--- src/rtl/simmem_wresp_release_bank.sv ---
// simmem_wresp_release_bank
//
// Write-response bank placed after the delay calculator. Every write address
// forwarded to the real memory reserves a slot, and the slot index is handed
// to the delay calculator as the write IID. Responses from the real memory
// are stored in the reserved slots in per-ID arrival order. A stored response
// is released into a single output register only when:
//   - the delay calculator enables it, and
//   - it is the oldest entry of its AXI ID list.
// Each release is confirmed back with a one-hot slot flag.
//
// Ports:
//   clk_i, rst_i             clock, asynchronous active-high reset
//   rsv_valid_i/ready_o      reservation handshake; rsv_id_i = AXI ID,
//                            rsv_iid_o = lowest free slot (the allocated IID)
//   in_valid_i/ready_o       response from the real memory (in_id_i, in_resp_i)
//   release_en_i             multi-hot release enables from the delay calculator
//   released_addr_onehot_o   slot popped into the output register this cycle
//   out_valid_o/ready_i      released response (out_id_o, out_resp_o)
//   occupancy_o              only with SIMMEM_WRESP_BANK_STATS_EN defined:
//                            non-free slots plus a valid output register
module simmem_wresp_release_bank #(
  parameter int unsigned Capacity  = 8,
  parameter int unsigned IdWidth   = 2,
  parameter int unsigned RespWidth = 2
) (
  input  logic                          clk_i,
  input  logic                          rst_i,
  input  logic                          rsv_valid_i,
  output logic                          rsv_ready_o,
  input  logic [IdWidth-1:0]            rsv_id_i,
  output logic [$clog2(Capacity)-1:0]   rsv_iid_o,
  input  logic                          in_valid_i,
  output logic                          in_ready_o,
  input  logic [IdWidth-1:0]            in_id_i,
  input  logic [RespWidth-1:0]          in_resp_i,
  input  logic [Capacity-1:0]           release_en_i,
  output logic [Capacity-1:0]           released_addr_onehot_o,
  output logic                          out_valid_o,
  input  logic                          out_ready_i,
  output logic [IdWidth-1:0]            out_id_o,
  output logic [RespWidth-1:0]          out_resp_o
`ifdef SIMMEM_WRESP_BANK_STATS_EN
  ,
  output logic [$clog2(Capacity):0]     occupancy_o
`endif
);

  localparam int unsigned IidWidth = $clog2(Capacity);
  localparam int unsigned NumIds   = 2 ** IdWidth;

  typedef logic [IidWidth-1:0]  iid_t;
  typedef logic [IdWidth-1:0]   id_t;
  typedef logic [RespWidth-1:0] resp_t;
  typedef logic [IidWidth:0]    cnt_t;

  typedef enum logic [1:0] {
    SLOT_FREE,
    SLOT_RESERVED,
    SLOT_STORED
  } slot_state_e;

  // Per-slot storage
  slot_state_e slot_state_q [Capacity];
  slot_state_e slot_state_d [Capacity];
  id_t         slot_id_q    [Capacity];
  id_t         slot_id_d    [Capacity];
  resp_t       slot_resp_q  [Capacity];
  resp_t       slot_resp_d  [Capacity];
  iid_t        slot_next_q  [Capacity];
  iid_t        slot_next_d  [Capacity];

  // Per-ID linked lists
  iid_t              head_q     [NumIds];
  iid_t              head_d     [NumIds];
  iid_t              tail_q     [NumIds];
  iid_t              tail_d     [NumIds];
  iid_t              fill_ptr_q [NumIds];
  iid_t              fill_ptr_d [NumIds];
  cnt_t              unfilled_q [NumIds];
  cnt_t              unfilled_d [NumIds];
  logic [NumIds-1:0] nonempty_q;
  logic [NumIds-1:0] nonempty_d;

  // Output register
  logic  out_valid_q, out_valid_d;
  id_t   out_id_q,    out_id_d;
  resp_t out_resp_q,  out_resp_d;

  logic                rsv_hs, in_hs, out_hs;
  logic                out_load, pop;
  iid_t                pop_idx, fill_slot;
  id_t                 pop_id;
  logic [Capacity-1:0] eligible;
  logic                free_found, pop_found;
  logic                list_empty_after;

  // Reservation and fill handshakes
  always_comb begin
    rsv_iid_o  = '0;
    free_found = 1'b0;
    for (int unsigned i = 0; i < Capacity; i++) begin
      if (slot_state_q[i] == SLOT_FREE && !free_found) begin
        free_found = 1'b1;
        rsv_iid_o  = iid_t'(i);
      end
    end
    rsv_ready_o = free_found;
    rsv_hs      = rsv_valid_i && rsv_ready_o;
    in_ready_o  = unfilled_q[in_id_i] != '0;
    in_hs       = in_valid_i && in_ready_o;
    fill_slot   = fill_ptr_q[in_id_i];
  end

  // Release selection: stored, enabled and oldest of its ID
  always_comb begin
    eligible  = '0;
    pop_idx   = '0;
    pop_found = 1'b0;
    for (int unsigned i = 0; i < Capacity; i++) begin
      eligible[i] = slot_state_q[i] == SLOT_STORED && release_en_i[i] &&
                    nonempty_q[slot_id_q[i]] &&
                    head_q[slot_id_q[i]] == iid_t'(i);
      if (eligible[i] && !pop_found) begin
        pop_found = 1'b1;
        pop_idx   = iid_t'(i);
      end
    end
    out_hs   = out_valid_q && out_ready_i;
    out_load = !out_valid_q || out_ready_i;
    pop      = out_load && pop_found;
    pop_id   = slot_id_q[pop_idx];
    released_addr_onehot_o = '0;
    if (pop) begin
      released_addr_onehot_o[pop_idx] = 1'b1;
    end
  end

  // Next-state. Ordering matters: pop and fill are applied first so that a
  // same-cycle reservation on the same ID sees the list and unfilled count
  // as they will be after those updates.
  always_comb begin
    slot_state_d     = slot_state_q;
    slot_id_d        = slot_id_q;
    slot_resp_d      = slot_resp_q;
    slot_next_d      = slot_next_q;
    head_d           = head_q;
    tail_d           = tail_q;
    fill_ptr_d       = fill_ptr_q;
    unfilled_d       = unfilled_q;
    nonempty_d       = nonempty_q;
    out_valid_d      = out_valid_q;
    out_id_d         = out_id_q;
    out_resp_d       = out_resp_q;
    list_empty_after = 1'b0;

    if (out_load) begin
      out_valid_d = pop;
    end
    if (pop) begin
      out_id_d              = pop_id;
      out_resp_d            = slot_resp_q[pop_idx];
      slot_state_d[pop_idx] = SLOT_FREE;
      if (tail_q[pop_id] == pop_idx) begin
        nonempty_d[pop_id] = 1'b0;
      end else begin
        head_d[pop_id] = slot_next_q[pop_idx];
      end
    end

    if (in_hs) begin
      slot_state_d[fill_slot] = SLOT_STORED;
      slot_resp_d[fill_slot]  = in_resp_i;
      fill_ptr_d[in_id_i]     = slot_next_q[fill_slot];
      unfilled_d[in_id_i]     = unfilled_q[in_id_i] - cnt_t'(1);
    end

    if (rsv_hs) begin
      slot_state_d[rsv_iid_o] = SLOT_RESERVED;
      slot_id_d[rsv_iid_o]    = rsv_id_i;
      list_empty_after        = !nonempty_d[rsv_id_i];
      if (list_empty_after) begin
        head_d[rsv_id_i]     = rsv_iid_o;
        nonempty_d[rsv_id_i] = 1'b1;
      end else begin
        slot_next_d[tail_q[rsv_id_i]] = rsv_iid_o;
      end
      tail_d[rsv_id_i] = rsv_iid_o;
      // No unfilled slot left for this ID after any fill: point at the new one
      if (unfilled_d[rsv_id_i] == '0) begin
        fill_ptr_d[rsv_id_i] = rsv_iid_o;
      end
      unfilled_d[rsv_id_i] = unfilled_d[rsv_id_i] + cnt_t'(1);
    end
  end

  always_ff @(posedge clk_i or posedge rst_i) begin
    if (rst_i) begin
      for (int unsigned i = 0; i < Capacity; i++) begin
        slot_state_q[i] <= SLOT_FREE;
        slot_id_q[i]    <= '0;
        slot_resp_q[i]  <= '0;
        slot_next_q[i]  <= '0;
      end
      for (int unsigned j = 0; j < NumIds; j++) begin
        head_q[j]     <= '0;
        tail_q[j]     <= '0;
        fill_ptr_q[j] <= '0;
        unfilled_q[j] <= '0;
      end
      nonempty_q  <= '0;
      out_valid_q <= 1'b0;
      out_id_q    <= '0;
      out_resp_q  <= '0;
    end else begin
      slot_state_q <= slot_state_d;
      slot_id_q    <= slot_id_d;
      slot_resp_q  <= slot_resp_d;
      slot_next_q  <= slot_next_d;
      head_q       <= head_d;
      tail_q       <= tail_d;
      fill_ptr_q   <= fill_ptr_d;
      unfilled_q   <= unfilled_d;
      nonempty_q   <= nonempty_d;
      out_valid_q  <= out_valid_d;
      out_id_q     <= out_id_d;
      out_resp_q   <= out_resp_d;
    end
  end

  assign out_valid_o = out_valid_q;
  assign out_id_o    = out_id_q;
  assign out_resp_o  = out_resp_q;

`ifdef SIMMEM_WRESP_BANK_STATS_EN
  cnt_t occupancy_q, occupancy_d;

  // A pop only moves an entry from a slot into the output register, so it
  // leaves the count unchanged; only reservations and output handshakes move it.
  always_comb begin
    occupancy_d = occupancy_q + cnt_t'(rsv_hs) - cnt_t'(out_hs);
  end

  always_ff @(posedge clk_i or posedge rst_i) begin
    if (rst_i) begin
      occupancy_q <= '0;
    end else begin
      occupancy_q <= occupancy_d;
    end
  end

  assign occupancy_o = occupancy_q;
`endif

endmodule

--- config.mk ---
export PLATFORM = sky130hd
export DESIGN_NAME = simmem_wresp_release_bank
export DESIGN_NICKNAME = d
export VERILOG_FILES = /design/src/rtl/simmem_wresp_release_bank.sv
export SDC_FILE = /design/constraint.sdc
export NUM_CORES = 1
export LEC_CHECK = 0
export ABC_AREA = 1
export CORE_MARGIN = 2
export CORE_UTILIZATION = 50
export DETAILED_ROUTE_END_ITERATION = 10
export GPL_TIMING_DRIVEN = 1
export PLACE_DENSITY = 0.68
export SLEW_MARGIN = 20
export SYNTH_ARGS = -nofsm -noshare
export SYNTH_HDL_FRONTEND = slang
export SYNTH_SLANG_ARGS = --single-unit
export TNS_END_PERCENT = 5
--- constraint.sdc ---
create_clock -name clk_i -period 4.63 [get_ports clk_i]
set_clock_uncertainty 0.1 [all_clocks]
set_input_delay 0.463 -clock clk_i [delete_from_list [all_inputs] [get_ports clk_i]]
set_output_delay 0.463 -clock clk_i [all_outputs]
set_load 0.005 [all_outputs]
# After elaboration in Yosys (flattened, before gate mapping)
# Cells that the tools add are included.
[op_classes]
eq_ne = 16
n_reduce_logical = 79
muxes = 150
n_addsub = 2
bitwise_logic = 26
magnitude_cmp = 36
[ops]
columns = ["operator", "n"]
rows = [
  ["$mux 3", 41],
  ["$mux 12", 7],
  ["$mux 16", 5],
  ["$bmux 3 s2", 11],
  ["$bwmux 16", 4],
  ["$bwmux 12", 5],
  ["$logic_and 1x1->1", 51],
  ["$mux 4", 10],
  ["$ge 3x3->1 const B", 11],
  ["$not 2->3", 11],
  ["$lt 2x3->1 const B", 10],
  ["$mux 1", 30],
  ["$bwmux 24", 1],
  ["$bmux 1 s2", 9],
  ["$bmux 3 s3", 2],
  ["$demux 2 s3", 3],
  ["$demux 3 s2", 3],
  ["$and 16x16->16", 1],
  ["$and 8x8->8", 2],
  ["$bmux 4 s2", 2],
  ["$demux 4 s2", 2],
  ["$eq 2x2->1 const B", 8],
  ["$ge 4x4->1 const B", 4],
  ["$logic_not 2->1", 8],
  ["other kinds (30)", 68],
]
[totals]
regBits = 133
wordCells = 361
out_inout_bits = 18
input_bits = 19

# Longest topological paths before layout
# Gate-level depths: netlist of run 1.
[logic_depth]
depth_word = 44
mapped_depth = 34

# Least setup slack after synthesis of run 1
# OpenSTA, ideal clock, no wires.
[synth_path]
path_type = "in2reg"
from = "in in_id_i[0]"
to = "reg fill_ptr_q[0] (netlist name)"
t_required_ns = 4.365
path_buffers = 0
setup_slack_ns = 1.503
stages = 18
arrival_time_ns = 2.862
path_cell_list = "inv_1 > nor2_1 > inv_1 > o22ai_1 > nor2_1 > o21a_1 > inv_1 > ha_1 > nand3_1 > nand2_1 > nor2_1 > o21ai_0 > nand2_1 > nand4_1 > ha_1 > and3_1 > nand2_1 > o21ai_0"
[synth_rtl]
columns = ["element", "line", "rtl"]
rows = [
  ["from (decl)", "35", "input logic [IdWidth-1:0] in_id_i,"],
  ["to (signal assigned)", "222", "fill_ptr_q <= fill_ptr_d;"],
  ["to (decl)", "78", "iid_t fill_ptr_q [NumIds];"],
]

==> results.sh, run 1 <==
export IMPL_outcome="completed"
export IMPL_seq_power_share_pct=31.3
export IMPL_yosys_area_top_type="dfrtp_1"
export IMPL_max_cap_violations=0
export IMPL_cts_buffers_inserted=17
export IMPL_insertion_delay_ns=0.43
export IMPL_min_from="slot_next_q[9]$_DFFE_PP0P_"
export IMPL_ios=37
export IMPL_cts_sinks=133
export IMPL_clk_pin_slew_ns=0.06
export IMPL_slew_headroom_pct=52.5
export IMPL_grt_pass1_vias=7445
export IMPL_synthFlopType="dfrtp_1"
export IMPL_place_area_um2=8800
export IMPL_drt_initial_drc_count=812
export IMPL_antenna_found_initial=0
export IMPL_critical_path_startpoint="in_id_i[0]"
export IMPL_start_kind="input port"
export IMPL_dieWidth_um=132
export IMPL_reg2reg_slack_ns=0.74
export IMPL_postCtsSetupBuffers=0
export IMPL_gp_congestion=0.942
export IMPL_htreeDepth=4
export IMPL_holdBufCountCts=0
export IMPL_setup_ws_ns=0.675
export IMPL_finalHoldViolCount=0
export IMPL_fin_setup_tns_ns=0
export IMPL_yosysWarningCount=0
export IMPL_min_path_type="reg2reg"
export IMPL_num_vias=7952
export IMPL_cts_root_buf="clkbuf_16"
export IMPL_dp_hpwl_um=18200
export IMPL_syn_to_final_growth_pct=14.8
export IMPL_yosysSeqAreaShare_pct=40.7
export IMPL_clockBufferDepth=2
export IMPL_final_cells=1424
export IMPL_power_switching_mw=3.09
export IMPL_worstPathRequired_ns=4.86
export IMPL_placeableCoreArea_um2=15900
export IMPL_sw_frac_of_total_pct=46.4
export IMPL_numPortBuffers=36
export IMPL_drc_errors=0
export IMPL_fin_area_um2=9390
export IMPL_reg2reg_from="nonempty_q[2]$_DFF_PP0_"
export IMPL_die_area_um2=17400
export IMPL_synth_distinct_cells=53
export IMPL_wl_per_cell_um=17.3
export IMPL_max_freq_mhz=253
export IMPL_dpl_worst_slack_ns=0.308
export IMPL_cts_resized=0
export IMPL_fillers=1506
export IMPL_initial_core_util_pct=51.3
export IMPL_cp_slowest_cell="clkdlybuf4s50_1"
export IMPL_async_reset_ff_share_pct=100
export IMPL_crit_chain="clkdlybuf4s50_1 > inv_1 > nor2_1 > inv_1 > o22ai_1 > nor2_1 > o21a_1 > inv_1 > ha_1 > nand3_1 > nand2_1 > nor2_1 > o21ai_0 > nand2_1 > nand4_1 > ha_1 > and3_1 > nand2_1 > o21ai_0"
export IMPL_firstDrtPassIters=6
export IMPL_wl_um=24700
export IMPL_std_cell_rows=46
export IMPL_r2r_end="slot_next_q[2]$_DFFE_PP0P_"
export IMPL_via_per_inst=5.58
export IMPL_diodes=0
export IMPL_power_leakage_nw=4.47
export IMPL_ant_nets=0
export IMPL_die_y_um=132
export IMPL_worstSetupPathType="in2reg"
export IMPL_powerDensity_nw_per_um2=710
export IMPL_placedCellCount=1394
export IMPL_fin_nets=1219
export IMPL_worstMarginPinSlew_ns=0.710
export IMPL_netlist_top_cells_area="dfrtp_1 41%, nand2_1 17%, o21ai_0 8.1%, inv_1 5.6%, nor2_1 4.7%"
export IMPL_cts_tree="built"
export IMPL_slew_viol_final=0
export IMPL_period_needed_ns=3.95
export IMPL_post_route_util_pct=58.9
export IMPL_period_share_pct=85.4
export IMPL_gr_total_overflow=0
export IMPL_synth_top_cell_area_share_pct=40.7
export IMPL_path_max_fanout=9
export IMPL_internal_power_mw=3.58
export IMPL_grt_start_max_net_pins=77
export IMPL_synthesis_nets=1171
export IMPL_finalSetupViolCount=0
export IMPL_track_usage_pct=29.3
export IMPL_synth_edf_count=0
export IMPL_grt_pass1_wl_um=40100
export IMPL_holdPathStages=2
export IMPL_r2r_cells=24
export IMPL_endpoint_kind="flop"
export IMPL_worstPathArrival_ns=4.19
export IMPL_netlist_area_um2=8180
export IMPL_drive_above_1_share_pct=8.94
export IMPL_synth_cells=1149
export IMPL_peakVddDrop_v=0.000401
export IMPL_whs_endpoint="slot_next_q[9]$_DFFE_PP0P_"
export IMPL_comb_power_share_pct=48.1
export IMPL_synth_seq_cells=133
export IMPL_p_clk_share_pct=20.6
export IMPL_rsz0062_at_grt="no"
export IMPL_syn_area_per_cell_um2=7.12
export IMPL_slowest_delay_ns=0.52
metal layers:
layer	global-route usage, %	share of wire, %
met5	0	0
met4	10.4	3.1
met3	5.88	6.7
met2	46.2	46
met1	40.2	44
through the flow:
step | hold WS (ns) | total power, mW
detailed placement | 0.359 | 5.23
floorplan | 0.342 | 4.21
global placement | 0.356 | 5.19
finish | 0.374 | 6.67
global route | 0.397 | 7.17
CTS | 0.374 | 6.63
critical path: cells and delay by family:
| kind | cells | cell delay [ns] |
|---|---|---|
| AND/OR/NAND/NOR | 9 | 1.72 |
| AO/OA/AOI/OAI | 4 | 0.80 |
| buffers and inverters | 4 | 0.82 |
| adder cells (fa/ha/maj) | 2 | 0.38 |
synthesized netlist by cell type (all sizes together), types with 2 or more instances:
master,n
o22ai,8
o21a,11
buf,9
nor3b,2
xnor2,2
and3,3
dfrtp,133
nor4,3
xor2,2
a31oi,4
nand3,57
mux2i,4
nand2,396
a22o,3
nand4,40
nand3b,2
o2111a,3
a21oi,27
o21ai,152
nor3,9
inv,138
and2,2
clkbuf,12
a221oi,3
ha,3
nor2,109
a22oi,6
clkinv,2
state kept, by name, summed over array words and instances, names as in the netlist:
| register | cells |
|---|---|
| tail_q | 12 |
| slot_resp_q | 16 |
| out_valid_o | 1 |
| nonempty_q | 4 |
| head_q | 12 |
| slot_state_q | 16 |
| out_id_o | 2 |
| unfilled_q | 16 |
| slot_id_q | 16 |
| slot_next_q | 24 |
| out_resp_o | 2 |
| fill_ptr_q | 12 |
logic make-up after synthesis:
kind of cell	Yosys count	share of synthesized area [%]
XOR/XNOR	4	0.428
adder cells (fa/ha/maj)	3	0.459
flip-flops	133	40.7
AO/OA/AOI/OAI	219	15.0
multiplexers	4	0.490
buffers and inverters	161	8.03
AND/OR/NAND/NOR	625	34.9
power groups by stage:
stage / Clock, mW / Combinational [mW] / Sequential, mW
after detailed placement: 0 / 3.16 / 2.08
final: 1.37 / 3.20 / 2.09
after floorplan: 0 / 2.27 / 1.94
after CTS: 1.39 / 3.18 / 2.07
after global routing: 1.44 / 3.59 / 2.14
after global placement: 0 / 3.11 / 2.07
how the worst max path moves through the flow:
stage	depth (start not counted)	slack [ns]	to
after detailed placement	19	0.31	fill_ptr_q[11]$_DFF_PP0_
final	19	0.68	fill_ptr_q[11]$_DFF_PP0_
after CTS	19	0.73	unfilled_q[2]$_DFF_PP0_
after floorplan	1	0.51	fill_ptr_q[0]$_DFF_PP0_
after global placement	16	0.42	fill_ptr_q[3]$_DFF_PP0_
after global routing	30	0.29	slot_next_q[2]$_DFFE_PP0P_
layout make-up:
type | count | area (um^2) | area share [%]
Multi-Input combinational cell | 855 | 4200 | 44.7
Clock inverter | 9 | 128 | 1.36
Tap cell | 216 | 270 | 2.88
Clock buffer | 21 | 460 | 4.90
Timing Repair Buffer | 50 | 465 | 4.96
Inverter | 140 | 539 | 5.74
Sequential cell | 133 | 3330 | 35.4
cell usage in the layout (no fill, tap or decap), types with 4 or more instances in the layout:
cell type and count:
nand2_1 375, o21ai_0 133, dfrtp_1 133, inv_1 122, nor2_1 103, nand3_1 44
nand4_1 38, clkdlybuf4s50_1 36, a21oi_1 24, o21ai_1 18, clkbuf_16 17, buf_4 14
nand3_2 13, inv_2 12, nand2_4 11, o21a_1 11, nand2_2 9, nor3_1 8
o22ai_1 8, a22oi_1 6, clkinv_2 5, a31oi_1 4, mux2i_1 4
Power figures use the tool's default switching activity.
==> run 2: changes to the inputs <==
SKIP_LAST_GASP = 1   (was not set)
==> results of run 2 <==
No change in the layout: final DEF, timing and power equal those of run 1.
